## src/rtl/regfile_dump_reader.sv

```systemverilog
// Register-file dump sequencer: sweeps first..last (wrapping at N-1) through one async read port
// and streams address/data beats on valid/ready. Optional same-edge write bypass: REGDUMP_BYPASS_EN.
module regfile_dump_reader #(
    parameter int N = 64,
    parameter int W = 32,
    parameter int B = $clog2(N)
) (
    input  logic         clk,
    input  logic         rst_n,
    input  logic         start_i,
    input  logic [B-1:0] first_i,
    input  logic [B-1:0] last_i,
    output logic [B-1:0] ra_o,
    input  logic [W-1:0] rd_i,
    input  logic         wen_i,
    input  logic [B-1:0] wa_i,
    input  logic [W-1:0] wd_i,
    output logic [W-1:0] data_o,
    output logic [B-1:0] addr_o,
    output logic         last_o,
    output logic         valid_o,
    input  logic         ready_i,
    output logic         busy_o,
    output logic         done_o
);

    // state | meaning
    // IDLE  | waiting for start_i
    // READ  | capturing one word per free output slot, ra_o walks toward the last address
    // DRAIN | final word captured, waiting for its handshake
    typedef enum logic [1:0] {
        IDLE  = 2'd0,
        READ  = 2'd1,
        DRAIN = 2'd2
    } state_t;

    localparam logic [B-1:0] TOP_ADDR = B'(N - 1);

    state_t       state, state_nx;
    logic [B-1:0] ra_q, ra_nx;
    logic [B-1:0] last_addr_q, last_addr_nx;
    logic [B-1:0] addr_q, addr_nx;
    logic [W-1:0] data_q, data_nx;
    logic         last_beat_q, last_beat_nx;
    logic         valid_q, valid_nx;
    logic         done_q, done_nx;
    logic [W-1:0] cap_data;
    logic         at_last;

`ifdef REGDUMP_BYPASS_EN
    // A write committing on the capture edge would be missed by rd_i, so forward it.
    always_comb begin
        cap_data = rd_i;
        if (wen_i && (wa_i == ra_q)) begin
            cap_data = wd_i;
        end
    end
`else
    logic unused_snoop;
    assign unused_snoop = ^{wen_i, wa_i, wd_i};
    assign cap_data     = rd_i;
`endif

    assign at_last = (ra_q == last_addr_q);

    always_comb begin
        state_nx     = state;
        ra_nx        = ra_q;
        last_addr_nx = last_addr_q;
        addr_nx      = addr_q;
        data_nx      = data_q;
        last_beat_nx = last_beat_q;
        valid_nx     = valid_q;
        done_nx      = 1'b0;

        case (state)
            IDLE: begin
                if (start_i) begin
                    last_addr_nx = last_i;
                    ra_nx        = first_i;
                    state_nx     = READ;
                end
            end
            READ: begin
                // Output slot is free when empty or being drained this edge.
                if (!valid_q || ready_i) begin
                    data_nx      = cap_data;
                    addr_nx      = ra_q;
                    valid_nx     = 1'b1;
                    last_beat_nx = at_last;
                    if (at_last) begin
                        state_nx = DRAIN;
                    end else if (ra_q == TOP_ADDR) begin
                        ra_nx = '0;
                    end else begin
                        ra_nx = ra_q + 1'b1;
                    end
                end
            end
            DRAIN: begin
                if (valid_q && ready_i) begin
                    valid_nx     = 1'b0;
                    last_beat_nx = 1'b0;
                    done_nx      = 1'b1;
                    state_nx     = IDLE;
                end
            end
            default: begin
                state_nx = IDLE;
            end
        endcase
    end

    always_ff @(posedge clk or negedge rst_n) begin
        if (!rst_n) begin
            state       <= IDLE;
            ra_q        <= '0;
            last_addr_q <= '0;
            addr_q      <= '0;
            data_q      <= '0;
            last_beat_q <= 1'b0;
            valid_q     <= 1'b0;
            done_q      <= 1'b0;
        end else begin
            state       <= state_nx;
            ra_q        <= ra_nx;
            last_addr_q <= last_addr_nx;
            addr_q      <= addr_nx;
            data_q      <= data_nx;
            last_beat_q <= last_beat_nx;
            valid_q     <= valid_nx;
            done_q      <= done_nx;
        end
    end

    assign ra_o    = ra_q;
    assign data_o  = data_q;
    assign addr_o  = addr_q;
    assign last_o  = last_beat_q;
    assign valid_o = valid_q;
    assign done_o  = done_q;
    assign busy_o  = (state != IDLE);

endmodule

```

## config.mk

```make
export PLATFORM = sky130hd
export DESIGN_NAME = regfile_dump_reader
export DESIGN_NICKNAME = d
export VERILOG_FILES = /design/src/rtl/regfile_dump_reader.sv
export SDC_FILE = /design/constraint.sdc
export NUM_CORES = 1
export LEC_CHECK = 0
export BUFFER_PORTS_ARGS = -buffer_cell sky130_fd_sc_hd__buf_2
export CAP_MARGIN = 20
export CORE_ASPECT_RATIO = 0.7
export CORE_MARGIN = 2
export CORE_UTILIZATION = 44
export CTS_BUF_LIST = sky130_fd_sc_hd__clkbuf_16
export DETAILED_ROUTE_END_ITERATION = 7
export PLACE_DENSITY = 0.85
export RECOVER_POWER = 25
export SYNTH_ARGS = -nofsm -noshare
export SYNTH_HDL_FRONTEND = slang
export SYNTH_SLANG_ARGS = --single-unit
export TNS_END_PERCENT = 30
```

## constraint.sdc

```tcl
create_clock -name clk -period 1.95 [get_ports clk]
set_clock_uncertainty 0.1 [all_clocks]
set_input_delay 0.585 -clock clk [delete_from_list [all_inputs] [get_ports clk]]
set_output_delay 0.585 -clock clk [all_outputs]
set_load 0.1 [all_outputs]
```

After elaboration in Yosys (flattened, before gate mapping)
Cells that the tools add are included.
{"block": "op_classes", "add_sub_neg": 1, "eq_ne": 9, "mux": 17, "n_reduce_logical": 12}
{"op": "6-bit 2-to-1 mux", "count": 4}
{"op": "6-bit case mux with 2 select lines", "count": 1}
{"op": "2-bit != test, second input constant", "count": 5}
{"op": "2-bit 2-to-1 mux", "count": 4}
{"op": "4-bit AND reduction", "count": 2}
{"op": "6-bit by 1-bit adder with 6-bit output, second input constant", "count": 1}
{"op": "6-bit equality test", "count": 1}
{"op": "6-bit equality test, second input constant", "count": 1}
{"op": "2-bit case mux with 3 select lines", "count": 1}
{"op": "2-bit nonzero test", "count": 3}
{"op": "1-bit 2-to-1 mux", "count": 5}
{"op": "1-bit case mux with 2 select lines", "count": 2}
{"op": "2-bit AND reduction", "count": 2}
{"op": "3-bit AND reduction", "count": 1}
{"op": "2-bit by 1-bit equality test with 1-bit output, second input constant", "count": 1}
{"op": "2-bit equality test, second input constant", "count": 1}
{"op": "2-bit logical NOT", "count": 1}
{"op": "1-bit logical AND", "count": 1}
{"op": "1-bit logical NOT", "count": 1}
{"op": "1-bit logical OR", "count": 1}
{"block": "totals", "reg_bits": 55, "inputBits": 87, "output_inout_bits": 48}

Logic depth before layout (Yosys ltp)
{"block": "logic_depth", "depth_word": 5, "depth_mapped": 7, "ltp_nobuf": 6}

Worst setup path before layout
OpenSTA, ideal clock, no wires.
{"block": "synth_timing", "kind": "reg2reg", "from": "register ra_q[0] (netlist: ra_o[0])", "to": "register ra_q[0] (netlist: ra_o[0])", "setup_time_ns": 0.125, "arrival_ns": 1.954, "required_ns": 1.725, "slack_ns": -0.229, "path_stages_with_launch": 7, "n_path_buf": 0, "period_less_slack_ns": 2.179, "path_cell_list": "dfrtp_1 ha_1 nand4_1 o21ai_0 nor2_1 a21oi_1 o21ai_1"}
{"block": "synth_between", "elab_chain_len": 5, "word_cells_on_any_way": 9, "cone_classes": "add/sub (1); eq/ne (3); mux (4); reduce/logical (1)"}
{"element": "start, declared", "line": "40", "rtl": "logic [B-1:0] ra_q, ra_nx;"}
{"element": "start signal, assigned", "line": "126", "rtl": "ra_q <= ra_nx;"}
{"element": "6-bit by 1-bit adder with 6-bit output / 6-bit equality test (equally long branches)", "line": "96, 93"}
{"element": "6-bit 2-to-1 mux", "line": "93", "rtl": "end else if (ra_q == TOP_ADDR) begin"}
{"element": "6-bit 2-to-1 mux", "line": "91", "rtl": "if (at_last) begin"}
{"element": "6-bit 2-to-1 mux", "line": "86", "rtl": "if (!valid_q || ready_i) begin"}
{"element": "6-bit case mux with 2 select lines", "line": "76", "rtl": "case (state)"}
Parallel ways exist; a longest one is shown, timed or not. The select of a mux whose other input is x is not followed.
A chain may end at the register's enable or synchronous reset.

Worst setup path after layout
{"block": "layout_timing", "from": "register state[0]", "to": "output port busy_o"}
{"block": "layout_between", "elab_chain_len": 1}
{"element": "start, declared", "line": "39", "rtl": "state_t state, state_nx;"}
{"element": "start signal, assigned", "line": "125", "rtl": "state <= state_nx;"}
{"element": "2-bit nonzero test", "line": "142", "rtl": "assign busy_o = (state != IDLE);"}
{"element": "end, declared", "line": "23", "rtl": "output logic busy_o,"}
Every way passes these cells.

==> summary.txt <==
status: complete, no violations
# nets final: 362
Synth Instances: 172
vias in the first global route: 1642
leading post-synthesis cells by cell area: dfrtp_1 (56%), mux2_4 (18%), mux2_2 (5.9%)
Peak Freq: 0.523 GHz
Skew-Pair Late Insertion Delay: 290 ps
share of cells above drive strength 1: 0.611
final setup vio count: 0
Via density: 4.88
top cell type's share of synthesized area: 0.558
Synth Area in XOR/XNOR: 0.0213
class of the worst hold path: flop to flop
initial core utilization: 0.464
reg2reg end: ra_o[3]$_DFFE_PN0P_
DR pass1 iterations: 4
cell taking the most area after synthesis: dfrtp_1
Die Ht: 66.6 um
Vias: 1692
I/O Buffers: 95
register-to-register setup slack: 230 ps
CP arrival: 1230 ps
Hold Crit Start: addr_o[5]$_DFFE_PN0P_
Synth Area in Adders: 0.00507
clock slew at the register clock pins of the worst setup and hold paths: 70 ps
count of synthesis-stage warnings from yosys: 0
Area growth, synth to finish: 30.8%
DRT met1 WL: 2320 um
wire length on met2: 2190 um
RSZ-0062 raised after global routing: no
final worst path period need: 1910 ps
element type at the critical path start: flop
Die W: 93.5 um
Avg Cell Area, Syn: 14.3 sq um
Crit Path Class: flop to primary output
max_slew headroom: 0.123
DP HPWL: 3730 um
Final TNS setup: 0 ps
met3 WL: 392 um
Max-cap violations: 0
drt initial violations: 46
total gr overflow: 0
# fillers: 431
Slew Limit Fails: 0
antenna-violating nets left: 0
Ports: 135
post-synthesis mux area share: 0.246
first-pass GRT wire length: 7710 um
Required @ worst endpoint: 1260 ps
Mapped Nets: 260
final hold violation count: 0
Hold Path Sink: addr_o[5]$_DFFE_PN0P_
number of synthesized register bits: 55
CTS tree: yes
DR WL/cell: 14.3 um
placer's final routability congestion estimate: 0.788
mapped cell area: 0.00247 sq mm
initial antenna violation count: 0
simple logic cell fraction of the synthesized area: 0.0746
Tot GR Track Use: 0.163
largest net degree at the start of global routing: 56
element type at the critical path end: primary output
CTS Hold Bufs: 0
Row Count: 22
Worst Max-Slew Pin Slew: 1320 ps
max layer used: met4
total CTS buffers: 5
htree depth: 2
final wirelength: 4960 um
Die ar.: 0.00623 sq mm
clock tree buffer depth: 2
reg2reg start: ra_o[5]$_DFFE_PN0P_
CP max FO: 7
core area: 0.00531 sq mm
DR DRC count: 0
register area share after synthesis: 0.558
Compound-Gate Fraction of Synth Area: 0.0502
Unique masters post-synth: 35
Tcrit/Tclk final: 0.980
clock root cell: clkbuf_16
CTS sink cnt: 55
antenna fix cells: 0
worst-case reg-to-reg path depth: 6
main combinational cell family by area after synthesis: multiplexers
Hold Path Depth: 2
[flip-flops by register name (all words and copies together), names as in the netlist]
name and flops:
done_o 1, last_o 1, ra_o 6, last_addr_q 6, state 2, data_o 32
addr_o 6, valid_o 1
[worst max-delay path: stages (launching register included)]
cell     delay, ps
dfrtp_2        440
or2_2          310
buf_6          190
[how the worst max path moves through the flow]
stage	slack (ps)	depth (start not counted)	endpoint	start
3_5_place_dp	60	5	data_o[6]$_DFFE_PN0P_	ready_i
4_1_cts	10	2	busy_o	state[0]$_DFFE_PN0P_
2_1_floorplan	80	6	ra_o[3]$_DFFE_PN0P_	ra_o[2]$_DFFE_PN0P_
6_report	40	2	busy_o	state[0]$_DFFE_PN0P_
5_1_grt	7	2	ra_o[1]$_DFFE_PN0P_	rst_n
3_3_place_gp	70	5	data_o[6]$_DFFE_PN0P_	ready_i
[per-layer routing]
layer	track usage	vias up
met3	0.0396	7
met1	0.215	804
met5	0	-
met4	0.0496	0
li1	-	803
met2	0.267	78
[synthesized netlist by cell type]
master	n
xor2_1	4
nor3b_1	1
a21oi_1	6
buf_4	1
nand2b_1	1
buf_6	2
clkbuf_1	2
o22ai_1	1
o21ai_1	6
mux2_4	30
nor2b_1	2
nor3_1	1
or2b_1	1
or2_2	1
o21ai_0	6
xnor2_1	2
mux2i_1	1
a41o_1	1
buf_2	1
nand4b_1	1
nor4_2	1
inv_1	2
buf_12	3
nor3b_4	1
nand2_1	10
nand3_1	4
ha_1	1
nor4_1	1
nor2_1	6
o22a_1	1
mux2_2	13
nand4_1	1
a21oi_2	1
dfrtp_1	55
and2_1	1
[layout by cell type (no fill, tap or decap), types with 6 or more instances in the layout]
cell,n
buf_2,94
dfrtp_1,46
mux2_4,30
mux2_2,13
nand2_1,10
dfrtp_2,9
o21ai_0,6
a21oi_1,6
nor2_1,6
o21ai_1,6
buf_4,6
[repair_timing]
item | in CTS | in global routing
endpoints found under the setup margin | 1 | 1
resized for setup | 3 | 1
setup buffers | 0 | 1
[area by class of cell]
type / instances / area, sq um / area share
flip-flops and latches: 55 / 1390 / 0.430
multi-input cells: 106 / 981 / 0.304
repair buffers: 104 / 572 / 0.177
clock buffers: 5 / 125 / 0.0388
well taps: 72 / 90.1 / 0.0279
clock inverters: 3 / 63.8 / 0.0198
inverters: 2 / 7.51 / 0.00233
[cell families (layout without fill, tap and decap cells)]
logic type | after synthesis | in the layout
AND/OR/NAND/NOR | 33 | 33
multiplexers | 44 | 44
buffers and inverters | 11 | 114
AO/OA/AOI/OAI | 22 | 22
XOR/XNOR | 6 | 6
adder cells (fa/ha/maj) | 1 | 1
flip-flops | 55 | 55
[per-stage QoR]
step	instances	hold WS [ps]	area, sq um	utilization	worst slack (ps)
3_3_place_gp	338	369	3040	0.572	70.7
2_1_floorplan	172	189	2470	-	77.7
3_5_place_dp	338	369	3040	0.572	57.0
5_1_grt	347	418	3230	0.607	6.81
6_report	347	372	3230	0.607	38.3
4_1_cts	346	191	3230	0.609	10.7
Power is left out: the tool's default activity adds up to more than one toggle a clock period on the data nets, which glitch-free logic cannot reach.
